**src/rtl/nec_ir_pkg.sv**
```systemverilog
// rtl/nec_ir_pkg.sv - shared frame type and controller state encoding for the NEC IR receive path
package nec_ir_pkg;

    typedef struct packed {
        logic       rep;
        logic [7:0] addr;
        logic [7:0] data;
    } nec_ir_frame_t;

    localparam int FRAME_W = $bits(nec_ir_frame_t);

    typedef enum logic [1:0] {
        OFF   = 2'd0,
        LATCH = 2'd1,
        RUN   = 2'd2
    } nec_ir_rx_state_e;

endpackage

```
**src/rtl/nec_ir_rx_fifo.sv**
```systemverilog
// rtl/nec_ir_rx_fifo.sv - frame FIFO with push/pop/flush, level and drop indication
module nec_ir_rx_fifo
    import nec_ir_pkg::*;
#(
    parameter int  DEPTH = 8,
    localparam int AW    = $clog2(DEPTH)
) (
    input  logic               clk,
    input  logic               rst,
    input  logic               push_i,
    input  logic [FRAME_W-1:0] push_data_i,
    input  logic               pop_i,
    input  logic               flush_i,
    output logic [FRAME_W-1:0] head_o,
    output logic               valid_o,
    output logic [AW:0]        level_o,
    output logic               drop_o
);

    localparam logic [AW:0] FULL_LVL = DEPTH[AW:0];
    localparam logic [AW:0] ONE      = (AW+1)'(1);

    logic [FRAME_W-1:0] mem_q [DEPTH];
    logic [AW:0]        wr_q, wr_d;
    logic [AW:0]        rd_q, rd_d;
    logic [AW:0]        level;
    logic               empty, full, do_push, do_pop;

    assign level   = wr_q - rd_q;
    assign empty   = (level == '0);
    assign full    = (level == FULL_LVL);
    assign level_o = level;
    assign valid_o = !empty;
    assign head_o  = mem_q[rd_q[AW-1:0]];

    // Pointer next-state: flush beats everything; a pop frees a slot for a same-edge push when full.
    always_comb begin
        do_pop  = pop_i && !empty;
        do_push = push_i && !flush_i && (!full || do_pop);
        drop_o  = push_i && !flush_i && full && !do_pop;
        wr_d    = wr_q;
        rd_d    = rd_q;
        if (flush_i) begin
            wr_d = '0;
            rd_d = '0;
        end else begin
            if (do_push) wr_d = wr_q + ONE;
            if (do_pop)  rd_d = rd_q + ONE;
        end
    end

    // Pointer and storage registers; storage is cleared so head fields read zero out of reset.
    always_ff @(posedge clk) begin
        if (rst) begin
            wr_q <= '0;
            rd_q <= '0;
            for (int i = 0; i < DEPTH; i++) mem_q[i] <= '0;
        end else begin
            wr_q <= wr_d;
            rd_q <= rd_d;
            if (do_push) mem_q[wr_q[AW-1:0]] <= push_data_i;
        end
    end

endmodule

```
**src/rtl/nec_ir_rx_ctrl.sv**
```systemverilog
// rtl/nec_ir_rx_ctrl.sv - NEC IR decoder sequencing and frame buffering controller (option: NEC_IR_RX_DROP_CNT_EN)
module nec_ir_rx_ctrl
    import nec_ir_pkg::*;
#(
    parameter int  DBITS = 32,
    parameter int  DEPTH = 8,
    localparam int AW    = $clog2(DEPTH)
) (
    input  logic             clk,
    input  logic             rst,
    input  logic             cfg_en,
    input  logic             cfg_repeat_en,
    input  logic [DBITS-1:0] cfg_delay_mask,
    input  logic             cfg_flush,
    input  logic [AW:0]      cfg_irq_thresh,
    input  logic             ovf_clr,
    output logic             dec_receiver_en,
    output logic             dec_repeat_en,
    output logic [DBITS-1:0] dec_delay_mask,
    input  logic [7:0]       frm_addr,
    input  logic [7:0]       frm_data,
    input  logic             frm_repeat,
    input  logic             frm_write,
    output logic             rx_valid,
    input  logic             rx_ready,
    output logic [7:0]       rx_addr,
    output logic [7:0]       rx_data,
    output logic             rx_repeat,
    output logic [AW:0]      fill_level,
    output logic             overflow,
`ifdef NEC_IR_RX_DROP_CNT_EN
    output logic [7:0]       drop_cnt,
`endif
    output logic             irq
);

    nec_ir_rx_state_e state_q, state_d;
    logic             en_q, en_d;
    logic             rep_q, rep_d;
    logic [DBITS-1:0] mask_q, mask_d;
    logic             ovf_q;
    logic             fifo_push, fifo_drop;
    logic [FRAME_W-1:0] head_bits;
    nec_ir_frame_t    push_frm, head_frm;

    // State register.
    always_ff @(posedge clk) begin
        if (rst) state_q <= OFF;
        else     state_q <= state_d;
    end

    // Next state: any config difference while running forces a pass through LATCH,
    // which holds the decoder disabled for one cycle and flushes its in-flight frame.
    always_comb begin
        state_d = state_q;
        case (state_q)
            OFF:     if (cfg_en) state_d = LATCH;
            LATCH:   state_d = RUN;
            RUN: begin
                if (!cfg_en)
                    state_d = OFF;
                else if ((cfg_repeat_en != rep_q) || (cfg_delay_mask != mask_q))
                    state_d = LATCH;
            end
            default: state_d = OFF;
        endcase
    end

    // Output next values: enable follows the upcoming state; shadows load only while latching.
    always_comb begin
        en_d   = (state_d == RUN);
        rep_d  = rep_q;
        mask_d = mask_q;
        if (state_q == LATCH) begin
            rep_d  = cfg_repeat_en;
            mask_d = cfg_delay_mask;
        end
    end

    // Registered decoder controls.
    always_ff @(posedge clk) begin
        if (rst) begin
            en_q   <= 1'b0;
            rep_q  <= 1'b0;
            mask_q <= '0;
        end else begin
            en_q   <= en_d;
            rep_q  <= rep_d;
            mask_q <= mask_d;
        end
    end

    assign dec_receiver_en = en_q;
    assign dec_repeat_en   = rep_q;
    assign dec_delay_mask  = mask_q;

    assign fifo_push = frm_write && (state_q == RUN);

    // Frame packing into the FIFO word.
    always_comb begin
        push_frm      = '0;
        push_frm.rep  = frm_repeat;
        push_frm.addr = frm_addr;
        push_frm.data = frm_data;
    end

    nec_ir_rx_fifo #(.DEPTH(DEPTH)) u_fifo (
        .clk         (clk),
        .rst         (rst),
        .push_i      (fifo_push),
        .push_data_i (push_frm),
        .pop_i       (rx_ready),
        .flush_i     (cfg_flush),
        .head_o      (head_bits),
        .valid_o     (rx_valid),
        .level_o     (fill_level),
        .drop_o      (fifo_drop)
    );

    assign head_frm  = nec_ir_frame_t'(head_bits);
    assign rx_addr   = head_frm.addr;
    assign rx_data   = head_frm.data;
    assign rx_repeat = head_frm.rep;

    // Sticky overflow; a drop on the same edge as a clear leaves it set.
    always_ff @(posedge clk) begin
        if (rst) ovf_q <= 1'b0;
        else     ovf_q <= (ovf_q && !ovf_clr) || fifo_drop;
    end

    assign overflow = ovf_q;

`ifdef NEC_IR_RX_DROP_CNT_EN
    logic [7:0] cnt_q, cnt_base;

    assign cnt_base = ovf_clr ? 8'd0 : cnt_q;

    // Saturating drop counter; clear applies first so a same-edge drop counts as one.
    always_ff @(posedge clk) begin
        if (rst)                               cnt_q <= 8'd0;
        else if (fifo_drop && cnt_base != 8'hFF) cnt_q <= cnt_base + 8'd1;
        else                                   cnt_q <= cnt_base;
    end

    assign drop_cnt = cnt_q;
`endif

    assign irq = ((cfg_irq_thresh != '0) && (fill_level >= cfg_irq_thresh)) || ovf_q;

endmodule

```
**config.mk**
```make
export PLATFORM = sky130hd
export DESIGN_NAME = nec_ir_rx_ctrl
export DESIGN_NICKNAME = d
export VERILOG_FILES = /design/src/rtl/nec_ir_pkg.sv /design/src/rtl/nec_ir_rx_fifo.sv /design/src/rtl/nec_ir_rx_ctrl.sv
export SDC_FILE = /design/constraint.sdc
export NUM_CORES = 1
export LEC_CHECK = 0
export BUFFER_PORTS_ARGS = -buffer_cell sky130_fd_sc_hd__buf_2
export CORE_UTILIZATION = 29
export CTS_CLUSTER_DIAMETER = 30
export DETAILED_ROUTE_END_ITERATION = 10
export SLEW_MARGIN = 40
export SYNTH_ARGS = -nofsm -noshare
export SYNTH_HDL_FRONTEND = slang
export SYNTH_SLANG_ARGS = --single-unit
```
**constraint.sdc**
```tcl
create_clock -name clk -period 4 [get_ports clk]
set_input_delay 0.4 -clock clk [delete_from_list [all_inputs] [get_ports clk]]
set_output_delay 0.4 -clock clk [all_outputs]
set_load 0.005 [all_outputs]
```
Word-level counts from Yosys, hierarchy flattened:

Memory sizes are Yosys's and may differ from the RTL's. A register that Yosys moved wholly into a read port is not among the register bits.
Index checks and enable logic that the tools add are counted.

* add/sub/neg operators: 3
* order comparisons: 1
* equal/unequal tests: 6
* multiplexer cells: 14
* reduce and logical (&&, ||, !) cells: 22

Operator list (count)
* != test 32 bit: 1
* 2-to-1 mux 17 bit: 1
* OR reduction 17 bit: 1
* 2-to-1 mux 3 bit: 3
* adder 4 x 1 -> 4 bit (second input constant): 2
* logical AND 1 bit: 8
* 2-to-1 mux 1 bit: 6
* 2-to-1 mux 2 bit: 3
* one-hot mux 2 bit (3 select lines): 1
* zero test 1 bit: 5
* == test 2 bit (second input constant): 2
* == test 4 bit (second input constant): 1
* greater-or-equal comparator 4 bit: 1
* zero test 4 bit: 1
* logical OR 1 bit: 4
* nonzero test 4 bit: 1
* subtractor 4 bit: 1
* == test 2 x 1 -> 1 bit (second input constant): 1
* zero test 2 bit: 1
* OR reduction 2 bit: 1
* != test 1 bit: 1

* bits in registers: 45
* RAM bits: 136
* input bits: 61
* output and inout bits: 58
* word-level logic and storage cells: 54
* memories kept: 1

Memories
* u_fifo.mem_q: words 8, bits a word 17, read ports 1, clocked after Yosys merged registers in 1, wr ports 8, line nec_ir_rx_fifo.sv:23 `logic [FRAME_W-1:0] mem_q [DEPTH];`

Logic depth before layout (Yosys ltp):

* word-level depth: 11
* mapped depth: 12
* depth with buffers taken out: 10

Cells and area by module:

Synthesis repeated with hierarchy kept, for this count alone.

* cell total of the unflattened synthesis: 699
* area total of the unflattened synthesis: 8584.5 um2

By module, submodules not included
* nec_ir_rx_fifo: times used 1, cells an instance 479, area each 6839.1 um2, sequential area each 4304.1 um2
* nec_ir_rx_ctrl: times used 1, cells an instance 220, area each 1745.4 um2, sequential area each 740.7 um2

Worst setup path after synthesis:

No wires, ideal clock.

* kind: register to register
* start point: reg u_fifo.wr_q[0]
* end point: mem u_fifo.mem_q[0][0] (netlist name) (enable)
* setup time: 0.293 ns
* data arrival time: 2.700 ns
* required time: 3.707 ns
* setup slack: 1.007 ns
* cell stages (with the launch flop): 11
* path buffers: 1
* clock period less this slack: 2.993 ns
* cell sequence: dfxtp_1 > buf_2 > inv_1 > ha_1 > inv_1 > fa_1 > nor3b_1 > nand2_1 > o311ai_4 > nor3_4 > or2_2

RTL lines
* start, declared: line nec_ir_rx_fifo.sv:24 `logic [AW:0] wr_q, wr_d;`
* start signal, assigned: line nec_ir_rx_fifo.sv:59 `wr_q <= wr_d;`
* end, declared: line nec_ir_rx_fifo.sv:23

==> flow_summary.ini <==
[global_routing]
grt_antenna_before_repair = 1
overflow = 0
grt_max_degree = 48
grt_pass1_wl_um = 32500
grt_pass1_vias = 5745
grt.total_usage = 0.140

[sta]
fin_crit_sh = 0.832
hold_viol = 0
fmax_mhz = 300
worstMarginPinSlew_ps = 673
rsz0062_at_grt = no
skew_ps = 13.4
setup_tns_ps = 0
relSlewSlack = 0.551
fin_crit_ps = 3330
slew_viol_final = 0
finalSetupViolCount = 0

[flow_run]
maxCapViolations = 0

[worst_setup_path]
reg2reg_to = u_fifo.mem_q[2][6]
slowest_delay_ps = 520
worstSetupPathType = flip-flop to flip-flop
rr_startpoint = u_fifo.rd_q[0]
r2r_cells = 9
path_cells = ha_1, inv_1, fa_1, nor3b_1, nand2_1, o311ai_4, buf_4, nor3_4, or2_2
end_kind = flip-flop
r2r_slack_ps = 670
crit_arrival_ps = 3440
start_kind = flip-flop
required_ps = 4110
path_max_fanout = 35
slowest_stage = or2_2

[synth]
yosysUniqueCellTypes = 48
ys_ff_latch = 184
synth_top_area_cell = edfxtp_1
synth_area_um2 = 8560
synth.avg_cell_area_um2 = 12.6
synth_edf_count = 136
synth-main-ff-cell = edfxtp_1
synth-compound-area-share = 0.0449
synthCells = 678
yosysMostFrequentCell = edfxtp_1
synth_nets = 749
async_flop_share = 0
muxShareOfSynthArea = 0.114
yosys_warnings = 0
synth_adder_area_share = 0.0155
synth-simple-area-share = 0.167
ys_top_cells_by_area = edfxtp_1 48%, dfxtp_1 11%, mux4_2 8.9%
synth_xor_area_frac = 0.0399
seq_area_frac_synth = 0.589
synth.top_cell.area_share = 0.477
synth_top_family_by_area = simple AND/OR/NAND/NOR gates
ys_top_cells_by_count = 136 x edfxtp_1, 87 x nand2_1, 70 x and2_1

[final_layout]
fillCellCount = 2876
fin_area_um2 = 10200
final_nets = 853
fin_util = 0.352
syn2layout_area_growth_pct = 18.6
drive_above_1_share = 0.298

[floorplan]
num_rows = 62
coreArea_um2 = 28900
ios = 119
die_area_um2 = 30200
die_x_um = 174
initial_core_util = 0.297
die_y_um = 174

[hold_path]
worstHoldPathType = input port to flip-flop
whs_path_depth = 3
hold_end = dec_delay_mask[7]
hold_start = cfg_delay_mask[7]

[clocking]
clkSinkCount = 184
clock-root-buffer = clkbuf_16
clkTransAtPathRegs_ps = 80
clk_latency_ps = 440
cts_setup_buffers = 0
cts_resized = 0
htreeDepth = 4
hold_buffers = 0
cts_buffer_depth = 2
cts_tree = yes
cts_buffers = 17

[detailed_routing]
first_pass_iters = 4
initialDrtViolationCount = 339
vias = 5603
drc_errors = 0
routedWlPerCell_um = 17.5
wl_um = 20700
routed_via_density = 4.75
postRouteAntennaNets = 0

[power]
internal_power_uw = 3040
p_per_area_nw_per_um2 = 396
power_frac_comb = 0.061
p_clk_frac = 0.409
p_seq_frac = 0.530
p_sw_uw = 985
p_leak_uw = 0.00373
p_sw_frac = 0.245
irDropWorstVdd_mv = 0.230

[status]
status = finished clean

[placement]
hpwlAfterDp_um = 13700
gp_congestion = 0.765
port_buffers = 118
placed_area_um2 = 9560
==> cells by family after synthesis <==
kind of cell | after synthesis
XOR/XNOR | 39
multiplexers | 53
flip-flops | 184
AO/OA/AOI/OAI | 60
buffers and inverters | 61
AND/OR/NAND/NOR | 271
adder cells (fa/ha/maj) | 10
==> routing by layer <==
layer  share of wire  wire length (um)  GRT usage  vias to the layer above
li1                -                 -          -                     2683
met1            0.44              9060      0.181                     2708
met2            0.48              9830      0.230                      199
met3           0.078              1610     0.0432                       13
met4          0.0084               174     0.0322                        0
met5               0                 0          0                        -
==> layout make-up <==
type	instances	area (um^2)	share of cell area
sequential	184	5050	0.497
multi-input combinational	433	3280	0.323
timing repair buffer	132	712	0.0701
tap	384	480	0.0473
clock buffer	17	425	0.0419
clock inverter	15	159	0.0156
inverter	14	52.6	0.00517
antenna	1	2.50	0.000246
==> power by group through the flow <==
| stage | combinational (uW) | sequential (uW) | clock (uW) |
|---|---|---|---|
| 2_1_floorplan | 129 | 2170 | 0 |
| 3_3_place_gp | 248 | 2170 | 0 |
| 3_5_place_dp | 251 | 2180 | 0 |
| 4_1_cts | 252 | 2130 | 1680 |
| 5_1_grt | 271 | 2140 | 1760 |
| 6_report | 246 | 2130 | 1650 |
==> through the flow <==
stage	hold slack (ps)	std cells	total power, uW	setup WS (ps)
3_5_place_dp	470	1146	2430	656
2_1_floorplan	476	678	2300	1010
3_3_place_gp	465	1146	2420	745
6_report	214	1180	4020	672
5_1_grt	202	1179	4170	438
4_1_cts	192	1178	4060	639
==> state kept, by name, indices dropped and copies added (netlist names), named ones only <==
register         cells
u_fifo.rd_q          4
overflow             1
u_fifo.wr_q          4
dec_repeat_en        1
u_fifo.mem_q       136
state_q              2
dec_delay_mask      32
dec_receiver_en      1
==> layout by cell type, fill, tap and decap left out, drive strengths merged, types with 3 or more instances in the layout <==
cell type | netlist | layout
edfxtp | 136 | 136
buf | 16 | 132
nand2 | 87 | 87
nor3 | 74 | 74
and2 | 70 | 70
dfxtp | 48 | 48
a21oi | 39 | 39
mux4 | 34 | 34
xor2 | 29 | 29
inv | 14 | 20
mux2 | 17 | 17
clkbuf | 31 | 17
xnor2 | 10 | 10
ha | 9 | 9
nor4 | 8 | 8
nor2 | 7 | 7
or2 | 6 | 6
a21o | 5 | 5
clkinv | 0 | 5
nand3 | 4 | 4
clkinvlp | 0 | 4
nand2b | 3 | 3
==> critical path: cells and delay by family (launching register included) <==
kind	cells	cell delay, ps
AO/OA/AOI/OAI	1	330
AND/OR/NAND/NOR	4	1070
adder cells (fa/ha/maj)	2	720
buffers and inverters	2	490
flip-flops	1	390
==> worst max-delay path by stage <==
stage                         startpoint             endpoint  slack, ps  cells after the start
after CTS                 u_fifo.rd_q[0]  u_fifo.mem_q[2][14]        640                      9
after floorplan           u_fifo.wr_q[0]   u_fifo.mem_q[0][0]       1010                     10
final                     u_fifo.rd_q[0]   u_fifo.mem_q[2][6]        670                      9
after global routing      u_fifo.rd_q[0]  u_fifo.mem_q[2][11]        440                      9
after detailed placement  u_fifo.rd_q[0]   u_fifo.mem_q[2][8]        660                      9
after global placement    u_fifo.wr_q[0]  u_fifo.mem_q[2][15]        750                     10
Note: power is estimated with default switching activity, not from simulation.
